$ cat src/rtl/jump_redirect_ctrl_if.sv
// Decode/fetch-facing signal bundle of the jump redirect controller.
// The master side is the pipeline; the slave side is jump_redirect_ctrl.
interface jump_redirect_ctrl_if #(
  parameter int CNT_W = 16
);
  logic              jumpD;
  logic              jump_conflictD;
  logic [31:0]       pc_jumpD;
  logic              stallD_ext;
  logic              flush_except;
  logic              fetch_ready;
  logic              cnt_clr;
  logic              stall_jumpD;
  logic              redirect_valid;
  logic [31:0]       redirect_pc;
  logic              busy;
  logic [CNT_W-1:0]  stall_cnt;

  modport master (
    output jumpD, jump_conflictD, pc_jumpD, stallD_ext, flush_except,
           fetch_ready, cnt_clr,
    input  stall_jumpD, redirect_valid, redirect_pc, busy, stall_cnt
  );

  modport slave (
    input  jumpD, jump_conflictD, pc_jumpD, stallD_ext, flush_except,
           fetch_ready, cnt_clr,
    output stall_jumpD, redirect_valid, redirect_pc, busy, stall_cnt
  );
endinterface

$ cat src/rtl/jump_redirect_ctrl.sv
// Decode-stage jump sequencer: stalls jr/jalr on operand hazards, latches the
// resolved target and holds a redirect request until fetch accepts it.
module jump_redirect_ctrl #(
  parameter int          CNT_W    = 16,
  parameter logic [31:0] RESET_PC = 32'hbfc00000
) (
  input  logic                  clk,
  input  logic                  rst,
  jump_redirect_ctrl_if.slave   bus
);

  typedef enum logic [1:0] {
    IDLE      = 2'd0,
    WAIT_OPND = 2'd1,
    REDIRECT  = 2'd2
  } state_t;

  state_t             state_q, state_d;
  logic [31:0]        redirect_pc_q, redirect_pc_d;
  logic               redirect_valid_q, redirect_valid_d;
  logic [CNT_W-1:0]   stall_cnt_q, stall_cnt_d;
  logic               resolve;
  logic               stall_jump;

  assign resolve = bus.jumpD & ~bus.jump_conflictD & ~bus.stallD_ext & ~bus.flush_except;

  // A flush cancels any stall request so the front end can drain.
  assign stall_jump = bus.jumpD & ~bus.flush_except &
                      ((state_q == REDIRECT) | bus.jump_conflictD);

  always_comb begin
    state_d       = state_q;
    redirect_pc_d = redirect_pc_q;
    if (bus.flush_except) begin
      state_d = IDLE;
    end else begin
      case (state_q)
        IDLE: begin
          if (bus.jumpD & bus.jump_conflictD) begin
            state_d = WAIT_OPND;
          end else if (resolve) begin
            state_d       = REDIRECT;
            redirect_pc_d = bus.pc_jumpD;
          end
        end
        WAIT_OPND: begin
          if (resolve) begin
            state_d       = REDIRECT;
            redirect_pc_d = bus.pc_jumpD;
          end else if (~bus.jumpD) begin
            state_d = IDLE;
          end
        end
        REDIRECT: begin
          if (bus.fetch_ready) begin
            state_d = IDLE;
          end
        end
        default: state_d = IDLE;
      endcase
    end
    redirect_valid_d = (state_d == REDIRECT);
  end

  always_comb begin
    stall_cnt_d = stall_cnt_q;
    if (bus.cnt_clr) begin
      stall_cnt_d = '0;
    end else if (stall_jump & ~(&stall_cnt_q)) begin
      stall_cnt_d = stall_cnt_q + 1'b1;
    end
  end

  always_ff @(posedge clk or posedge rst) begin
    if (rst) begin
      state_q          <= IDLE;
      redirect_pc_q    <= RESET_PC;
      redirect_valid_q <= 1'b0;
      stall_cnt_q      <= '0;
    end else begin
      state_q          <= state_d;
      redirect_pc_q    <= redirect_pc_d;
      redirect_valid_q <= redirect_valid_d;
      stall_cnt_q      <= stall_cnt_d;
    end
  end

  assign bus.stall_jumpD    = stall_jump;
  assign bus.redirect_valid = redirect_valid_q;
  assign bus.redirect_pc    = redirect_pc_q;
  assign bus.busy           = (state_q != IDLE);
  assign bus.stall_cnt      = stall_cnt_q;

endmodule

$ cat src/flat_wrapper.sv
// flat-port wrapper written by rule: the top's interface ports become plain ports
module jump_redirect_ctrl_flat 
#(
  parameter int          CNT_W    = 16,
  parameter logic [31:0] RESET_PC = 32'hbfc00000
)
  (clk, rst, bus_jumpD, bus_jump_conflictD, bus_pc_jumpD, bus_stallD_ext, bus_flush_except, bus_fetch_ready, bus_cnt_clr, bus_stall_jumpD, bus_redirect_valid, bus_redirect_pc, bus_busy, bus_stall_cnt);
  jump_redirect_ctrl_if #(.CNT_W(CNT_W)) bus_i ();
  input  logic clk;
  input  logic rst;
  input wire logic [$bits(bus_i.jumpD)-1:0] bus_jumpD;
  input wire logic [$bits(bus_i.jump_conflictD)-1:0] bus_jump_conflictD;
  input wire logic [$bits(bus_i.pc_jumpD)-1:0] bus_pc_jumpD;
  input wire logic [$bits(bus_i.stallD_ext)-1:0] bus_stallD_ext;
  input wire logic [$bits(bus_i.flush_except)-1:0] bus_flush_except;
  input wire logic [$bits(bus_i.fetch_ready)-1:0] bus_fetch_ready;
  input wire logic [$bits(bus_i.cnt_clr)-1:0] bus_cnt_clr;
  output wire logic [$bits(bus_i.stall_jumpD)-1:0] bus_stall_jumpD;
  output wire logic [$bits(bus_i.redirect_valid)-1:0] bus_redirect_valid;
  output wire logic [$bits(bus_i.redirect_pc)-1:0] bus_redirect_pc;
  output wire logic [$bits(bus_i.busy)-1:0] bus_busy;
  output wire logic [$bits(bus_i.stall_cnt)-1:0] bus_stall_cnt;
  assign bus_i.jumpD = bus_jumpD;
  assign bus_i.jump_conflictD = bus_jump_conflictD;
  assign bus_i.pc_jumpD = bus_pc_jumpD;
  assign bus_i.stallD_ext = bus_stallD_ext;
  assign bus_i.flush_except = bus_flush_except;
  assign bus_i.fetch_ready = bus_fetch_ready;
  assign bus_i.cnt_clr = bus_cnt_clr;
  assign bus_stall_jumpD = bus_i.stall_jumpD;
  assign bus_redirect_valid = bus_i.redirect_valid;
  assign bus_redirect_pc = bus_i.redirect_pc;
  assign bus_busy = bus_i.busy;
  assign bus_stall_cnt = bus_i.stall_cnt;
  jump_redirect_ctrl #(.CNT_W(CNT_W), .RESET_PC(RESET_PC)) u_core (.clk(clk), .rst(rst), .bus(bus_i));
endmodule
$ cat config.mk
export PLATFORM = sky130hd
export DESIGN_NAME = jump_redirect_ctrl_flat
export DESIGN_NICKNAME = d
export VERILOG_FILES = /design/src/rtl/jump_redirect_ctrl_if.sv /design/src/rtl/jump_redirect_ctrl.sv /design/src/flat_wrapper.sv
export SDC_FILE = /design/constraint.sdc
export NUM_CORES = 1
export LEC_CHECK = 0
export CAP_MARGIN = 20
export CORE_UTILIZATION = 45
export DETAILED_ROUTE_END_ITERATION = 8
export PLACE_DENSITY = 0.81
export SYNTH_ARGS = -nofsm -noshare
export SYNTH_HDL_FRONTEND = slang
export SYNTH_SLANG_ARGS = --single-unit
$ cat constraint.sdc
create_clock -name clk -period 3.26 [get_ports clk]
set_clock_uncertainty 0.15 [all_clocks]
set_input_delay 0.326 -clock clk [delete_from_list [all_inputs] [get_ports clk]]
set_output_delay 0.326 -clock clk [all_outputs]
set_load 0.005 [all_outputs]
==> flow_summary.toml <==
[routing]
postRouteAntennaNets = 0
drc = 0
drtIter0Drc = 54
wirelength_um = 5650
drt-wirelength-per-cell_um = 16.1
vias_per_cell = 5.30
vias = 1854
first_pass_iters = 4

[grt]
grt_busiest_layer = "met2"
grt_pass1_wl_um = 9060
grt_antenna_before_repair = 0
grt-ovfl-total = 0
grt_max_degree = 50
grt_util_met3_pct = 4.31
grt_use_met2_pct = 31.6
use_met1_pct = 28.2
first_global_vias = 1770
track_usage_pct = 19.9

[clock_tree]
clkTransAtPathRegs_ps = 100
clock-sinks = 51
ctsHtreeMaxLevel = 2
clk_latency_ps = 300
cts_tree = "built"
cts_setup_buffers = 0
clockBufferDepth = 2
cts-buffers-inserted = 5
ctsHoldBuffers = 0
cts_resized = 0
cts-root-buf = "clkbuf_8"

[sta]
rsz0062_at_grt = "false"
slew_headroom_pct = 46.2
finalHoldViolCount = 0
setup_ws_ps = 852
drv_slew = 0
fin_crit_sh_pct = 73.9
setup_viol = 0
max_freq_mhz = 415
hold_ws_ps = 193
tns_ps = 0
min_period_ps = 2410
tightest_slew_ps = 804

[run_status]
run_status = "complete, no violations"

[logic_synthesis]
synth_flop_cell = "dfrtp_1"
ys_warn_count = 0
synth.top_cell.area_share_pct = 42.5
seq_area_frac_synth_pct = 52.0
yosys.area.top_type = "dfrtp_1"
syn_inst = 186
synth_area_mm2 = 0.00247
syn_nets = 227
synth_edf_count = 0
synth.ff_latch_count = 51
synth-async-reset-ratio_pct = 100
syn_avg_cell_area_um2 = 13.3
synth_area_leaders = "dfrtp_1 (42%), mux2_4 (17%), dfstp_2 (9.6%)"
ys_types = 38

[worst_setup_path]
crit_fanout = 7
crit_start = "bus_jump_conflictD"
rr_startpoint = "u_core.bus.stall_cnt[0]"
reg2reg_depth = 5
cp-end-kind = "primary output"
crit_type = "input pin to primary output"
arrival_ps = 1930
start_kind = "input pin"
crit_required_ps = 2780

[placement]
place.gp.congestion = 0.739
dp_hpwl_um = 4100
place_ws_ps = 633
portBuffers = 90

[flow_run]
cap_violations = 0

[power]
power.density_mw_per_mm2 = 464
p_leak_nw = 1.52
peakVddDrop_mv = 0.217

[floorplanning]
start_util_pct = 47.5
ios = 91
coreArea_mm2 = 0.00520
fp.dieW_um = 76.1
fp.dieH_um = 76.1
rows = 26
die_area_mm2 = 0.00580

[cells_and_area]
nets = 320
area_growth_pct = 42.5
drive_gt1_share_pct = 23.9
fillers = 385
diodes = 0

[min_path]
hold_path.class = "input pin to asynchronous set/reset pin"
[sequential cells by signal, summed over array words and instances, names as in the netlist]
signal,cells
u_core.state_q,2
u_core.bus.stall_cnt,16
u_core.bus.redirect_pc,32
u_core.bus.redirect_valid,1
[stage by stage]
stage	util, %	cells	cell area, µm²	power [W]
6_report	67.7	350	3520	0.00163
5_1_grt	67.7	350	3520	0.00171
4_1_cts	67.3	349	3500	0.00165
3_5_place_dp	65.2	341	3390	0.00122
3_3_place_gp	65.2	341	3390	0.00120
2_1_floorplan	-	186	2470	0.000959
[layout by cell type, fill, tap and decap left out, drive strengths merged]
cell type and n:
dfrtp 42, nand3 7, o311ai 1, or3 1
nand2b 2, a32oi 1, o2111ai 2, dfstp 9
a21oi 10, mux2i 1, or2 1, inv 5
o21ai 3, bufinv 1, and2b 1, a211oi 6
and4 2, and3 2, clkdlybuf4s50 90, clkinv 2
ha 1, nor2b 8, o41ai 2, nand4 1
nand2 9, buf 3, o31ai 4, or4 6
nor2 10, nor3b 1, clkbuf 5, mux2 39
nor3 2
[critical path, cell delays in order]
cell	delay [ps]
clkdlybuf4s50_1	530
o21ai_1	480
inv_1	120
clkdlybuf4s50_1	470
[cell families (layout without fill, tap and decap cells)]
logic type | Yosys count | after routing | share of synthesized area (%)
flops | 51 | 51 | 52.0
compound gates | 29 | 29 | 8.50
fa+ha+maj | 1 | 1 | 0.506
buf+inv | 12 | 106 | 4.25
simple gates | 53 | 53 | 12.3
mux | 40 | 40 | 22.4
[layout make-up]
class / instances / area (µm²) / share of cell area (%)
Sequential cell: 51 / 1290 / 36.5
Multi-Input combinational cell: 123 / 1080 / 30.7
Timing Repair Buffer: 93 / 936 / 26.6
Tap cell: 70 / 87.6 / 2.48
Clock buffer: 5 / 68.8 / 1.95
Clock inverter: 3 / 43.8 / 1.24
Inverter: 5 / 18.8 / 0.532
[where the power goes]
| group | switching, W | total, W | internal, W |
|---|---|---|---|
| logic | 0.000107 | 0.000412 | 0.000305 |
| clock network | 0.000204 | 0.000432 | 0.000229 |
| registers | 0.0000505 | 0.000790 | 0.000739 |
[routing by layer]
| metal | routed length (µm) | up-vias |
|---|---|---|
| met3 | 320 | 2 |
| li1 | - | 870 |
| met5 | 0 | - |
| met4 | 8 | 0 |
| met2 | 2620 | 77 |
| met1 | 2700 | 905 |
[final timing paths]
check	end	slack [ps]
hold / removal	u_core.bus.stall_cnt[11]	190
min in group clk	u_core.bus.redirect_pc[30]	360
hold reg to reg	u_core.bus.redirect_pc[30]	360
setup reg to reg	u_core.bus.stall_cnt[0]	1040
setup / recovery	bus_stall_jumpD	850
max in group asynchronous	u_core.bus.redirect_pc[31]	2190
[cell usage after synthesis (2+ instances only)]
master / n
dfrtp_1: 42
o31ai_1: 4
mux2_4: 28
nor2b_1: 7
a21oi_1: 10
a211oi_1: 6
inv_1: 5
mux2_2: 11
dfstp_2: 9
nand2_1: 9
o21ai_0: 2
buf_12: 3
nand3_1: 7
nand2b_1: 2
nor3_1: 2
clkbuf_1: 2
nor2_1: 9
or4_1: 6
and4_1: 2
o41ai_1: 2
Note: power is estimated with default switching activity, not from simulation.
